**config.mk**
```make
export PLATFORM = sky130hd
export DESIGN_NAME = keypad_scan_fifo
export DESIGN_NICKNAME = d
export VERILOG_FILES = /design/src/rtl/keypad_scan_fifo.sv
export SDC_FILE = /design/constraint.sdc
export NUM_CORES = 1
export LEC_CHECK = 0
export ABC_AREA = 1
export CORE_MARGIN = 2
export CORE_UTILIZATION = 39
export DETAILED_ROUTE_END_ITERATION = 6
export PLACE_DENSITY = 0.61
export SYNTH_ARGS = -nofsm -noshare
export SYNTH_HDL_FRONTEND = slang
export SYNTH_SLANG_ARGS = --single-unit
```
**constraint.sdc**
```tcl
create_clock -name clk -period 3.19 [get_ports clk]
set_input_delay 0.638 -clock clk [delete_from_list [all_inputs] [get_ports clk]]
set_output_delay 0.638 -clock clk [all_outputs]
set_load 0.02 [all_outputs]
```
**src/rtl/keypad_scan_fifo.sv**
```systemverilog
// rtl/keypad_scan_fifo.sv - matrix keypad scanner with debounce, key-code encoder and FIFO
//
// Purpose: drives one-hot active-low columns, synchronises and debounces the
// active-low rows, encodes each accepted press as c*ROWS + r + 1 and queues the
// code in a first-word fall-through FIFO read by the CPU input-port mux.
//
// Ports:
//   clk          system clock
//   pb_reset     asynchronous active-high reset
//   row          keypad rows, asynchronous, active-low
//   col          column drive, active-low, at most one bit low
//   key_data     FIFO head code, 0 when empty
//   key_present  FIFO not empty
//   key_read     single-cycle pop strobe
//   fifo_count   FIFO occupancy
//   overflow     sticky: a code was dropped because the FIFO was full
//   overflow_clr clears overflow
module keypad_scan_fifo #(
  parameter int ROWS            = 4,
  parameter int COLS            = 4,
  parameter int SCAN_DIV        = 1000,
  parameter int DEBOUNCE_CYCLES = 2000,
  parameter int FIFO_DEPTH      = 8
) (
  input  logic                          clk,
  input  logic                          pb_reset,
  input  logic [ROWS-1:0]               row,
  output logic [COLS-1:0]               col,
  output logic [7:0]                    key_data,
  output logic                          key_present,
  input  logic                          key_read,
  output logic [$clog2(FIFO_DEPTH):0]   fifo_count,
  output logic                          overflow,
  input  logic                          overflow_clr
);

  localparam int CW   = (COLS > 1) ? $clog2(COLS) : 1;
  localparam int RW   = (ROWS > 1) ? $clog2(ROWS) : 1;
  localparam int SW   = $clog2(SCAN_DIV);
  localparam int DW   = $clog2(DEBOUNCE_CYCLES);
  localparam int AW   = $clog2(FIFO_DEPTH);
  localparam int CNTW = AW + 1;

  typedef enum logic [1:0] {
    SCAN     = 2'd0,
    DEBOUNCE = 2'd1,
    HOLD     = 2'd2
  } state_t;

  state_t          state_q, state_d;
  logic [SW-1:0]   slot_q, slot_d;
  logic [DW-1:0]   dcnt_q, dcnt_d;
  logic [CW-1:0]   c_q, c_d, c_inc;
  logic [RW-1:0]   r_lat_q, r_lat_d, low_idx;
  logic [ROWS-1:0] pat_q, pat_d;
  logic [ROWS-1:0] row_meta, rs;
  logic            all_high;
  logic            push;
  logic [7:0]      push_code;

  // Two-flop synchroniser; idles at all-high so reset never looks like a press.
  always_ff @(posedge clk or posedge pb_reset) begin
    if (pb_reset) begin
      row_meta <= '1;
      rs       <= '1;
    end else begin
      row_meta <= row;
      rs       <= row_meta;
    end
  end

  assign all_high = &rs;
  assign c_inc    = (c_q == CW'(COLS - 1)) ? '0 : c_q + 1'b1;

  // Lowest-index low row wins when several rows in the held column are low.
  always_comb begin
    low_idx = '0;
    for (int i = ROWS - 1; i >= 0; i--) begin
      if (!rs[i]) low_idx = RW'(i);
    end
  end

  assign push_code = 8'(8'(c_q) * 8'(ROWS) + 8'(r_lat_q) + 8'd1);

  always_comb begin
    state_d = state_q;
    slot_d  = slot_q;
    dcnt_d  = dcnt_q;
    c_d     = c_q;
    r_lat_d = r_lat_q;
    pat_d   = pat_q;
    push    = 1'b0;
    case (state_q)
      SCAN: begin
        if (slot_q == SW'(SCAN_DIV - 1)) begin
          slot_d = '0;
          if (!all_high) begin
            pat_d   = rs;
            r_lat_d = low_idx;
            dcnt_d  = '0;
            state_d = DEBOUNCE;
          end else begin
            c_d = c_inc;
          end
        end else begin
          slot_d = slot_q + 1'b1;
        end
      end
      DEBOUNCE: begin
        if (rs != pat_q) begin
          state_d = SCAN;
          c_d     = c_inc;
          slot_d  = '0;
        end else if (dcnt_q == DW'(DEBOUNCE_CYCLES - 1)) begin
          push    = 1'b1;
          dcnt_d  = '0;
          state_d = HOLD;
        end else begin
          dcnt_d = dcnt_q + 1'b1;
        end
      end
      HOLD: begin
        // Any low row (including a second key) restarts the release timer.
        if (!all_high) begin
          dcnt_d = '0;
        end else if (dcnt_q == DW'(DEBOUNCE_CYCLES - 1)) begin
          dcnt_d  = '0;
          state_d = SCAN;
          c_d     = c_inc;
          slot_d  = '0;
        end else begin
          dcnt_d = dcnt_q + 1'b1;
        end
      end
      default: begin
        state_d = SCAN;
        slot_d  = '0;
        dcnt_d  = '0;
        c_d     = '0;
      end
    endcase
  end

  // col is loaded from the next column index so it stays aligned with c_q,
  // yet reads all-high while reset is asserted.
  always_ff @(posedge clk or posedge pb_reset) begin
    if (pb_reset) begin
      state_q <= SCAN;
      slot_q  <= '0;
      dcnt_q  <= '0;
      c_q     <= '0;
      r_lat_q <= '0;
      pat_q   <= '1;
      col     <= '1;
    end else begin
      state_q <= state_d;
      slot_q  <= slot_d;
      dcnt_q  <= dcnt_d;
      c_q     <= c_d;
      r_lat_q <= r_lat_d;
      pat_q   <= pat_d;
      col     <= ~(COLS'(1) << c_d);
    end
  end

  logic [7:0]    mem [FIFO_DEPTH];
  logic [AW-1:0] wr_ptr, rd_ptr;
  logic          full, do_pop, do_push;

  assign full    = (fifo_count == CNTW'(FIFO_DEPTH));
  assign do_pop  = key_read && key_present;
  // A pop in the same cycle frees the slot, so a push on full still lands.
  assign do_push = push && (!full || do_pop);

  always_ff @(posedge clk or posedge pb_reset) begin
    if (pb_reset) begin
      for (int i = 0; i < FIFO_DEPTH; i++) mem[i] <= '0;
      wr_ptr     <= '0;
      rd_ptr     <= '0;
      fifo_count <= '0;
      overflow   <= 1'b0;
    end else begin
      if (do_push) begin
        mem[wr_ptr] <= push_code;
        wr_ptr      <= wr_ptr + 1'b1;
      end
      if (do_pop) rd_ptr <= rd_ptr + 1'b1;
      case ({do_push, do_pop})
        2'b10:   fifo_count <= fifo_count + 1'b1;
        2'b01:   fifo_count <= fifo_count - 1'b1;
        default: fifo_count <= fifo_count;
      endcase
      if (push && !do_push) overflow <= 1'b1;
      else if (overflow_clr) overflow <= 1'b0;
    end
  end

  assign key_present = (fifo_count != '0);
  assign key_data    = key_present ? mem[rd_ptr] : 8'h00;

endmodule
```
==> impl_results.md, run 1 <==
* Status: finished clean
* Cell family with most CP delay: flip-flops
* Vias at 4072
* Pre-antenna DRT Iters at 4
* Req. time, crit path at 2.55 ns
* Io pins at 26
* Die Y at 116.5 µm
* CP Capture Type: primary output
* Total Routed Length at 10.74 mm
* CTS tree: done
* Yosys cell types at 35
* Clock Path Buffers at 2
* Fmax at 345.5 MHz
* Average cell area after synthesis at 7.856 µm²
* Tot Pwr at 2.448 mW
* Worst Hold Class: reg -> reg
* CP Buf/Inv Count at 1
* Reg2reg setup slack at 0.62 ns
* Diode count at 0
* Setup Skew at 0.009624 ns
* Row Count at 41
* Core region area at 12470 µm²
* Clk root buf: clkbuf_16
* Peak supply drop at 0.2006 mV
* Setup CP Type: reg -> out
* Gr usage total at 17.70%
* Power density over cell area at 436.3 nW/µm²
* Minimum clock period at 2.895 ns
* Hold depth at 0
* DRT iter0 DRCs at 384
* R2R Path End: fifo_count[3]
* Clock tree sinks at 94
* Post-Syn Area at 4933 µm²
* Crit-path cells: o21ai_0, o32ai_1, nor2_1, nor2_1, clkdlybuf4s50_1
* Synth warn at 0
* Initial Util at 39.58%
* Setup-failing EPs final at 0
* GR Overflow Total at 0
* Synth-to-Final Area Change at 13.72%
* Critical Path Start Type: flop
* Clock Latency Late Sink at 0.35 ns
* Crit-path most repeated cell: nor2_1
* Nets@finish at 669
* IO buf count at 22
* CP max-delay cell: dfrtp_1
* Crit path depth at 5
* Initial antenna violation count at 0
* Worst setup path start: rd_ptr[1]
* Hold Fails Final Rpt at 0
* Layout cells sized above 1 at 8.882%
* FF+latch count, synth at 94
* Num CTS Buffers at 9
* Final worst-path cycle share at 90.74%
* Crit path DAT at 2.26 ns
* H-tree levels at 3
* Pin count of the biggest net entering global routing at 33
* Die area at 13570 µm²
* WL/cell at 13.02 µm
* Reg clk slew, reported paths at 0.07 ns
* Sequential-to-total area share from yosys stat at 48.09%
* R2R cell count at 15
* Global-route wire length before repair at 18.86 mm
* Die width at 116.5 µm
* Slew headroom at 42.00%
* Vias in the first global route at 3986
* Antenna Nets Post-Route at 0
* Max FO, Critical Path at 22
* DRC errors left at 0
* Max-cap viol count at 0
* Leak pwr at 2.766 nW
* Gpl congestion at 0.8370
* Fin Setup TNS at 0 ns
* DP HPWL at 7.786 mm
* Via density at 4.936
* FF-to-FF Start: dcnt_q[0]
* Worst setup path end: key_data[2]
* Post-Synthesis Cells at 628
* RSZ-0062 raised after global routing: false
* Final Max Slew Viols at 0
* Least-Margin Pin Slew at 0.8671 ns
* Max incr delay on CP at 0.72 ns
* Setup Fix Bufs, Post-CTS at 0
-- kinds of logic after synthesis --
kind of cell               after synthesis  share of synthesized area (%)
xor gates and xnor gates                11                          1.953
DFF                                     94                          48.09
and+or+nand+nor                        357                          30.81
buffers and inverters                   86                          7.735
adders and majority gates               13                          3.449
AOI/OAI and AO/OA                       66                          7.887
other                                    1                        0.07601
-- report_power, final --
group | switching [mW] | internal, mW | leakage [nW] | total, mW
clock network | 0.475 | 0.693 | 0.150 | 1.17
logic | 0.0512 | 0.0219 | 1.40 | 0.0731
registers | 0.00503 | 1.20 | 1.22 | 1.21
total | 0.531 | 1.92 | 2.77 | 2.45
-- sequential cells by signal, summed over array words and instances, names as in the netlist --
signal and flops:
c_q 2, col 4, dcnt_q 11, fifo_count 4, mem 40, overflow 1
pat_q 4, r_lat_q 2, rd_ptr 3, row_meta 4, rs 4, slot_q 10
state_q 2, wr_ptr 3
-- cell usage after synthesis --
master / number / area share, %
nand2_1: 186 / 14
dfrtp_1: 78 / 40
nand3_1: 73 / 7.4
nor2_1: 71 / 5.4
inv_1: 58 / 4.4
o21ai_0: 38 / 3.9
dfstp_2: 16 / 8.5
ha_1: 12 / 3.0
o32ai_1: 10 / 1.8
clkbuf_1: 9 / 0.68
xor2_1: 9 / 1.6
nand4_1: 8 / 1.0
a21oi_1: 7 / 0.71
nor3_1: 7 / 0.71
buf_6: 6 / 1.4
inv_2: 6 / 0.46
nand2_2: 4 / 0.51
buf_4: 3 / 0.46
nor2_2: 3 / 0.38
nor2_4: 3 / 0.68
o21a_1: 3 / 0.46
buf_2: 2 / 0.20
o21ai_1: 2 / 0.20
o22ai_1: 2 / 0.25
xnor2_1: 2 / 0.36
a22oi_1: 1 / 0.15
buf_1: 1 / 0.076
clkinv_1: 1 / 0.076
conb_1: 1 / 0.076
fa_1: 1 / 0.41
nand3_4: 1 / 0.36
nor3_2: 1 / 0.20
o211ai_1: 1 / 0.15
o21ai_2: 1 / 0.18
o21bai_1: 1 / 0.15
-- layout by cell type (no fill, tap or decap), drive strengths merged, types with 6 or more instances in the layout --
cell           count
a21oi              7
buf                6
clkbuf            10
clkdlybuf4s50     22
dfrtp             78
dfstp             16
ha                12
inv               64
nand2            190
nand3             74
nand4              8
nor2              77
nor3               8
o21ai             41
o32ai             10
xor2               9
-- per-layer routing --
metal	vias up	global-route usage [%]	wire [µm]
li1	2058	-	-
met4	0	8.175	188
met3	13	2.906	368
met1	1937	23.27	5009
met2	64	28.76	5177
met5	-	0	0
-- layout make-up --
class	instances	area, µm²
clock buffers	10	229.0
clock inverters	6	92.59
well taps	172	215.2
flip-flops and latches	94	2372
multi-input cells	450	2187
inverters	65	249.0
repair buffers	28	265.3
fillers	1256	6855
-- metrics by stage --
step	cell area, µm²	std cells	worst slack, ns	hold WS, ns	util [%]
finish	5610	825	0.2954	0.3551	45.01
global route	5610	825	0.1034	0.3601	45.01
CTS	5607	825	0.1879	0.3566	44.98
detailed placement	5285	809	0.5715	0.3468	42.40
global placement	5285	809	0.5810	0.3468	42.40
floorplan	4941	630	0.1298	0.3452	-
-- what timing repair did --
action / CTS / global route
hold buffers: 0 / 0
resized for setup: 0 / 1
endpoints found under the setup margin: 0 / 2
-- worst min-delay path by stage --
stage	start	end	slack (ns)
6_report	row_meta[0]	rs[0]	0.36
5_1_grt	row_meta[1]	rs[1]	0.36
4_1_cts	row_meta[1]	rs[1]	0.36
3_5_place_dp	row_meta[0]	rs[0]	0.35
3_3_place_gp	row_meta[0]	rs[0]	0.35
2_1_floorplan	row_meta[0]	rs[0]	0.35
-- worst reg2reg max path: cells and delay by family (launching register included) --
kind | cells | cell delay [ns]
AND/OR/NAND/NOR | 10 | 1.18
buffers and inverters | 2 | 0.26
AO/OA/AOI/OAI | 1 | 0.16
flip-flops | 1 | 0.38
adder cells (fa/ha/maj) | 2 | 0.51
Power figures use the tool's default switching activity.
==> inputs of run 2 (changes only) <==
--- a/config.mk
+++ b/config.mk
@@ -5,7 +5,7 @@
 export SDC_FILE = /design/constraint.sdc
 export NUM_CORES = 1
 export LEC_CHECK = 0
-export ABC_AREA = 1
+export ABC_AREA = 0
 export CORE_MARGIN = 2
 export CORE_UTILIZATION = 39
 export DETAILED_ROUTE_END_ITERATION = 6
==> run 2 against run 1 <==
Net effect: die area down 1.7%; critical path type unchanged; clock-buffer cell count up 1; hold slack worse by 0.0028 ns; core utilization up 1.0 points; setup slack better by 0.014 ns.
==> impl_results.md, run 2 <==
* Pin count of the biggest net entering global routing at 44
* DP HPWL at 6.456 mm
* Reg clk slew, reported paths at 0.07 ns
* Leading cell type in the layout, fill and taps excluded: dfrtp_1
* FILL cells at 1114
* Top reg by flops: mem
* Sequential share of power at 47.3%
* P_sw at 0.7877 mW
* FF+latch count, synth at 94
* Cell Int Power at 2.060 mW
* Hold depth at 0
* RSZ-0062 raised after global routing: false
* Clock power share at 36.6%
* Antenna Nets Post-Route at 0
* DRC errors left at 0
* Placed insts at 588
* EDFF count, synth at 0
* H-tree levels at 3
* Post-synth ARST share at 100.0%
* Crit-path cells: buf_4, mux4_2, mux2i_1, nor2_1, clkdlybuf4s50_1
* Most frequent cell after synthesis: dfrtp_1
* Switching Share at 27.66%
* Die Y at 115.5 µm
* Peak supply drop at 0.1979 mV
* Hold Fails Final Rpt at 0
* Register Area at 2372 µm²
* Initial Util at 40.17%
* Minimum clock period at 2.880 ns
* Critical Path Start Type: flop
* Pre-antenna DRT Iters at 4
* Most instantiated cells after synthesis: dfrtp_1, mux2_2, nand2_1
* Via density at 5.185
* Setup Fix Bufs, Post-CTS at 0
* Gpl congestion at 0.8284
* Worst hold start: row_meta[0]
* Diode count at 0
* Hold Buf Count CTS at 0
* Placed inst area at 5258 µm²
* Combinational Power Share at 16.1%
* Utilization after layout at 46.02%
* Max FFs per register at 40
* Setup-failing EPs final at 0
* Io pins at 26
* CP Capture Type: primary output
* Slew headroom at 42.39%
* Vias in the first global route at 3196
* Post-cts sizing count at 0
* WL/cell at 15.14 µm
* Layout cells sized above 1 at 25.00%
* Vias at 3132
* Synth area leader: dfrtp_1
* Setup Skew at 0.005955 ns
* Req. time, crit path at 2.55 ns
* Crit path DAT at 2.24 ns
* Num CTS Buffers at 9
* Final worst-path cycle share at 90.29%
* Max-cap viol count at 0
* Multi-input gate area at 2295 µm²
* Post-synth top area share at 40.29%
* Die area at 13330 µm²
* Post-Syn Area at 4845 µm²
* R2R Path End: dcnt_q[0]
* Initial antenna violation count at 0
* Synth-to-Final Area Change at 14.57%
* Main flop type after synthesis: dfrtp_1
* R2R cell count at 6
* Average cell area after synthesis at 11.87 µm²
* Max FO, Critical Path at 12
* Clock Path Buffers at 2
* Setup CP Type: reg -> out
* Row Count at 40
* FF-to-FF Start: rs[0]
* Nets@finish at 452
* Leak pwr at 2.492 nW
* Commonest non-fill, non-tap cells in the layout: dfrtp_1, mux2_2, nand2_1
* Die width at 115.5 µm
* Final Max Slew Viols at 0
* WHS Endpoint: rs[0]
* Status: finished clean
* Total Routed Length at 9.147 mm
* Top cells by area, synth: dfrtp_1, mux2_2, dfstp_2
* Core region area at 12060 µm²
* Global-route wire length before repair at 15.99 mm
* Final cell count without fillers at 604
* Fin Setup TNS at 0 ns
* Finished Cell Area at 5550 µm²
* Fmax at 347.2 MHz
* Least-Margin Pin Slew at 0.8641 ns
* Top Registers: mem: 40 flops, dcnt_q: 11 flops, slot_q: 10 flops
* Clock Latency Late Sink at 0.35 ns
* Clock tree sinks at 94
* DRT iter0 DRCs at 158
* Post-Synthesis Cells at 408
* IO buf count at 22
* Worst Hold Class: reg -> reg
* Clk root buf: clkbuf_16
* Sequential-to-total area share from yosys stat at 48.97%
* Synth warn at 0
* Reg2reg setup slack at 0.62 ns
* CP max-delay cell: mux4_2
* Yosys cell types at 59
* Max incr delay on CP at 0.56 ns
* GR Overflow Total at 0
* Power density over cell area at 513.1 nW/µm²
* CTS tree: done
* Gr usage total at 15.61%
[run 2: cell count changes after synthesis, sizes merged, moves of 9 or more]
cell	change
a21oi	+9
nand3	-59
mux4	+10
or3	+9
inv	-39
mux2	+41
nor2	-66
o21ai	-24
mux2i	+15
nand2	-158
o32ai	-9
[run 2: worst max-delay path by stage]
stage | depth (start not counted) | to | start | slack [ns]
final | 5 | key_data[4] | rd_ptr[0] | 0.31
after global routing | 5 | key_data[4] | rd_ptr[0] | 0.19
after global placement | 10 | fifo_count[3] | key_read | 0.56
after CTS | 5 | key_data[4] | rd_ptr[0] | 0.26
after detailed placement | 10 | fifo_count[3] | key_read | 0.48
after floorplan | 1 | c_q[0] | pb_reset | 0.13
[run 2: through the flow]
step	setup WS [ns]	hold WS [ns]	total power [mW]
after floorplan	0.1298	0.3452	1.671
after global placement	0.5583	0.3464	1.825
after detailed placement	0.4814	0.3481	1.839
after CTS	0.2621	0.3519	2.898
after global routing	0.1949	0.3596	3.014
final	0.3096	0.3523	2.848
[run 2: power by group through the flow]
stage | sequential, mW | combinational, mW | clock, mW
after floorplan | 1.35 | 0.322 | 0
after global placement | 1.37 | 0.456 | 0
after detailed placement | 1.37 | 0.468 | 0
after CTS | 1.35 | 0.469 | 1.08
after global routing | 1.36 | 0.517 | 1.14
final | 1.35 | 0.459 | 1.04
[run 2: area by class of cell]
type                            count  share of cell area (%)
Clock inverter                      5                  0.7214
Inverter                           25                   1.713
Sequential cell                    94                   42.74
Tap cell                          168                   3.787
Multi-Input combinational cell    272                   41.34
Clock buffer                       11                   4.554
Timing Repair Buffer               29                   5.140
[run 2: worst max-delay path, delay by kind of cell (launching register included)]
kind,cells,cell delay (ns)
DFF,1,0.33
muxes,2,0.73
buffers and inverters,2,0.79
and+or+nand+nor,1,0.06
[run 2: layer usage]
layer	routed length, µm	share of wire, %	up-vias	track usage [%]
met3	275	3.0	14	2.929
met5	0	0	-	0
met1	4431	48	1550	21.71
met4	194	2.1	0	6.988
met2	4245	46	55	23.86
li1	-	-	1513	-
[run 2: kinds of logic after synthesis]
family                   count (synthesis)  share of synthesized area, %
AO/OA/AOI/OAI                           61                         8.032
XOR/XNOR                                15                         2.712
adder cells (fa/ha/maj)                 13                         3.512
buffers and inverters                   44                         3.822
flip-flops                              94                         48.97
multiplexers                            66                         17.28
other                                    1                       0.07741
AND/OR/NAND/NOR                        114                         15.60
==> inputs of run 3 (changes only) <==
--- a/config.mk
+++ b/config.mk
@@ -6,10 +6,10 @@
 export NUM_CORES = 1
 export LEC_CHECK = 0
 export ABC_AREA = 0
-export CORE_MARGIN = 2
 export CORE_UTILIZATION = 39
 export DETAILED_ROUTE_END_ITERATION = 6
 export PLACE_DENSITY = 0.61
+export SKIP_CTS_REPAIR_TIMING = 1
 export SYNTH_ARGS = -nofsm -noshare
 export SYNTH_HDL_FRONTEND = slang
 export SYNTH_SLANG_ARGS = --single-unit
==> run 3 against run 2 <==
Net effect: sequential share of layout area down 0.24 points; first-iteration DRC count up 11%; clock-buffer cell count down 1; sequential power about the same; non-clock buffer count up 2; register-to-register slack better by 0.04 ns; combinational power about the same; via count down 0.99%; hold slack better by 0.0044 ns; highest routed layer unchanged.
==> impl_results.md, run 3 (synthesis results as in run 2) <==
* Status: finished clean
* Clock Path Buffers at 2
* Initial antenna violation count at 0
* Power density over cell area at 519.2 nW/µm²
* DP HPWL at 6.353 mm
* Die Y at 113.5 µm
* Hold Fails Final Rpt at 0
* IO buf count at 22
* Via density at 5.117
* Max FFs per register at 40
* Tot Pwr at 2.898 mW
* CTS tree: done
* Synth-to-Final Area Change at 15.21%
* Commonest non-fill, non-tap cells in the layout: dfrtp_1, mux2_2, nand2_1
* Die width at 113.5 µm
* Final Max Slew Viols at 0
* Slew headroom at 53.15%
* Total Routed Length at 8.848 mm
* Clock Latency Late Sink at 0.35 ns
* Max-cap viol count at 0
* Pre-antenna DRT Iters at 4
* Nets@finish at 454
* Max FO, Critical Path at 12
* Clk root buf: clkbuf_16
* Diode count at 0
* FILL cells at 1109
* Vias in the first global route at 3067
* CP max-delay cell: mux4_2
* Antenna Nets Post-Route at 0
* Cell family with most CP delay: buffers and inverters
* Top reg by flops: mem
* Die area at 12870 µm²
* Req. time, crit path at 2.55 ns
* Leak pwr at 2.519 nW
* Fmax at 347.9 MHz
* Gr usage total at 15.71%
* Pin count of the biggest net entering global routing at 43
* RSZ-0062 raised after global routing: false
* Leading cell type in the layout, fill and taps excluded: dfrtp_1
* Row Count at 40
* Peak supply drop at 0.2742 mV
* WL/cell at 14.60 µm
* Layout cells sized above 1 at 25.34%
* Top Registers: mem: 40 flops, dcnt_q: 11 flops, slot_q: 10 flops
* CP Capture Type: primary output
* Num CTS Buffers at 9
* DRT iter0 DRCs at 175
* Fin Setup TNS at 0 ns
* Setup CP Type: reg -> out
* Final worst-path cycle share at 90.10%
* Crit path DAT at 2.24 ns
* Critical Path Start Type: flop
* Least-Margin Pin Slew at 0.7028 ns
* Core region area at 12060 µm²
* Gpl congestion at 0.7849
* Min Hold Slack at 0.3567 ns
* Reg2reg setup slack at 0.66 ns
* Setup-failing EPs final at 0
* Io pins at 26
* Global-route wire length before repair at 15.52 mm
* Minimum clock period at 2.874 ns
* Reg clk slew, reported paths at 0.07 ns
* Worst Hold Class: reg -> reg
* Clock tree sinks at 94
* Vias at 3101
* Initial Util at 40.17%
* GR Overflow Total at 0
* Max incr delay on CP at 0.55 ns
* Setup Skew at 0.007728 ns
* CP Buf/Inv Count at 2
* DRC errors left at 0
* H-tree levels at 3
* Crit-path cells: buf_4, mux4_2, mux2i_1, nor2_1, clkdlybuf4s50_1
[run 3: final timing paths]
check | startpoint | to | cells past startpoint
max | rd_ptr[0] | key_data[3] | 5
min | row_meta[0] | rs[0] | 0
max reg2reg | dcnt_q[0] | fifo_count[3] | 11
min reg2reg | row_meta[0] | rs[0] | 0
max in group asynchronous | pb_reset | col[0] | 3
min in group asynchronous | pb_reset | r_lat_q[0] | 2
[run 3: cell type report]
cell class	instances	area, µm²	share of cell area, %
multi-input combinational	272	2295	41.11
clock buffer	10	239.0	4.282
tap	168	210.2	3.766
clock inverter	6	70.07	1.255
sequential	94	2372	42.50
inverter	25	95.09	1.704
timing repair buffer	31	300.3	5.380
[run 3: report_power, final]
part	leakage, nW	internal (mW)	switching [mW]	total, mW
combinational	1.19	0.236	0.222	0.459
sequential	1.18	1.25	0.0965	1.35
clock	0.153	0.634	0.460	1.09
total	2.52	2.12	0.779	2.90
[run 3: worst register-to-register path, delay by kind of cell, from the launching register on]
family	cells	cell delay [ns]
flops	1	0.39
fa+ha+maj	2	0.51
xor+xnor	1	0.13
buf+inv	1	0.18
compound gates	4	0.66
simple gates	3	0.55
[run 3: metal layers]
| layer | vias to the layer above | wire length [µm] | track usage [%] | share of wire [%] |
|---|---|---|---|---|
| li1 | 1520 | - | - | - |
| met1 | 1530 | 4460 | 21.79 | 50 |
| met2 | 39 | 3964 | 23.84 | 45 |
| met3 | 12 | 242 | 3.029 | 2.7 |
| met4 | 0 | 181 | 7.368 | 2.0 |
| met5 | - | 0 | 0 | 0 |
[run 3: through the flow]
step           util [%]  worst slack [ns]  cell area (µm²)  cells
2_1_floorplan         -            0.1298             4852    410
3_3_place_gp      43.71            0.5634             5273    590
3_5_place_dp      43.71            0.5082             5273    590
4_1_cts           46.28            0.2879             5582    606
6_report          46.28            0.3159             5582    606
5_1_grt           46.28            0.2097             5582    606
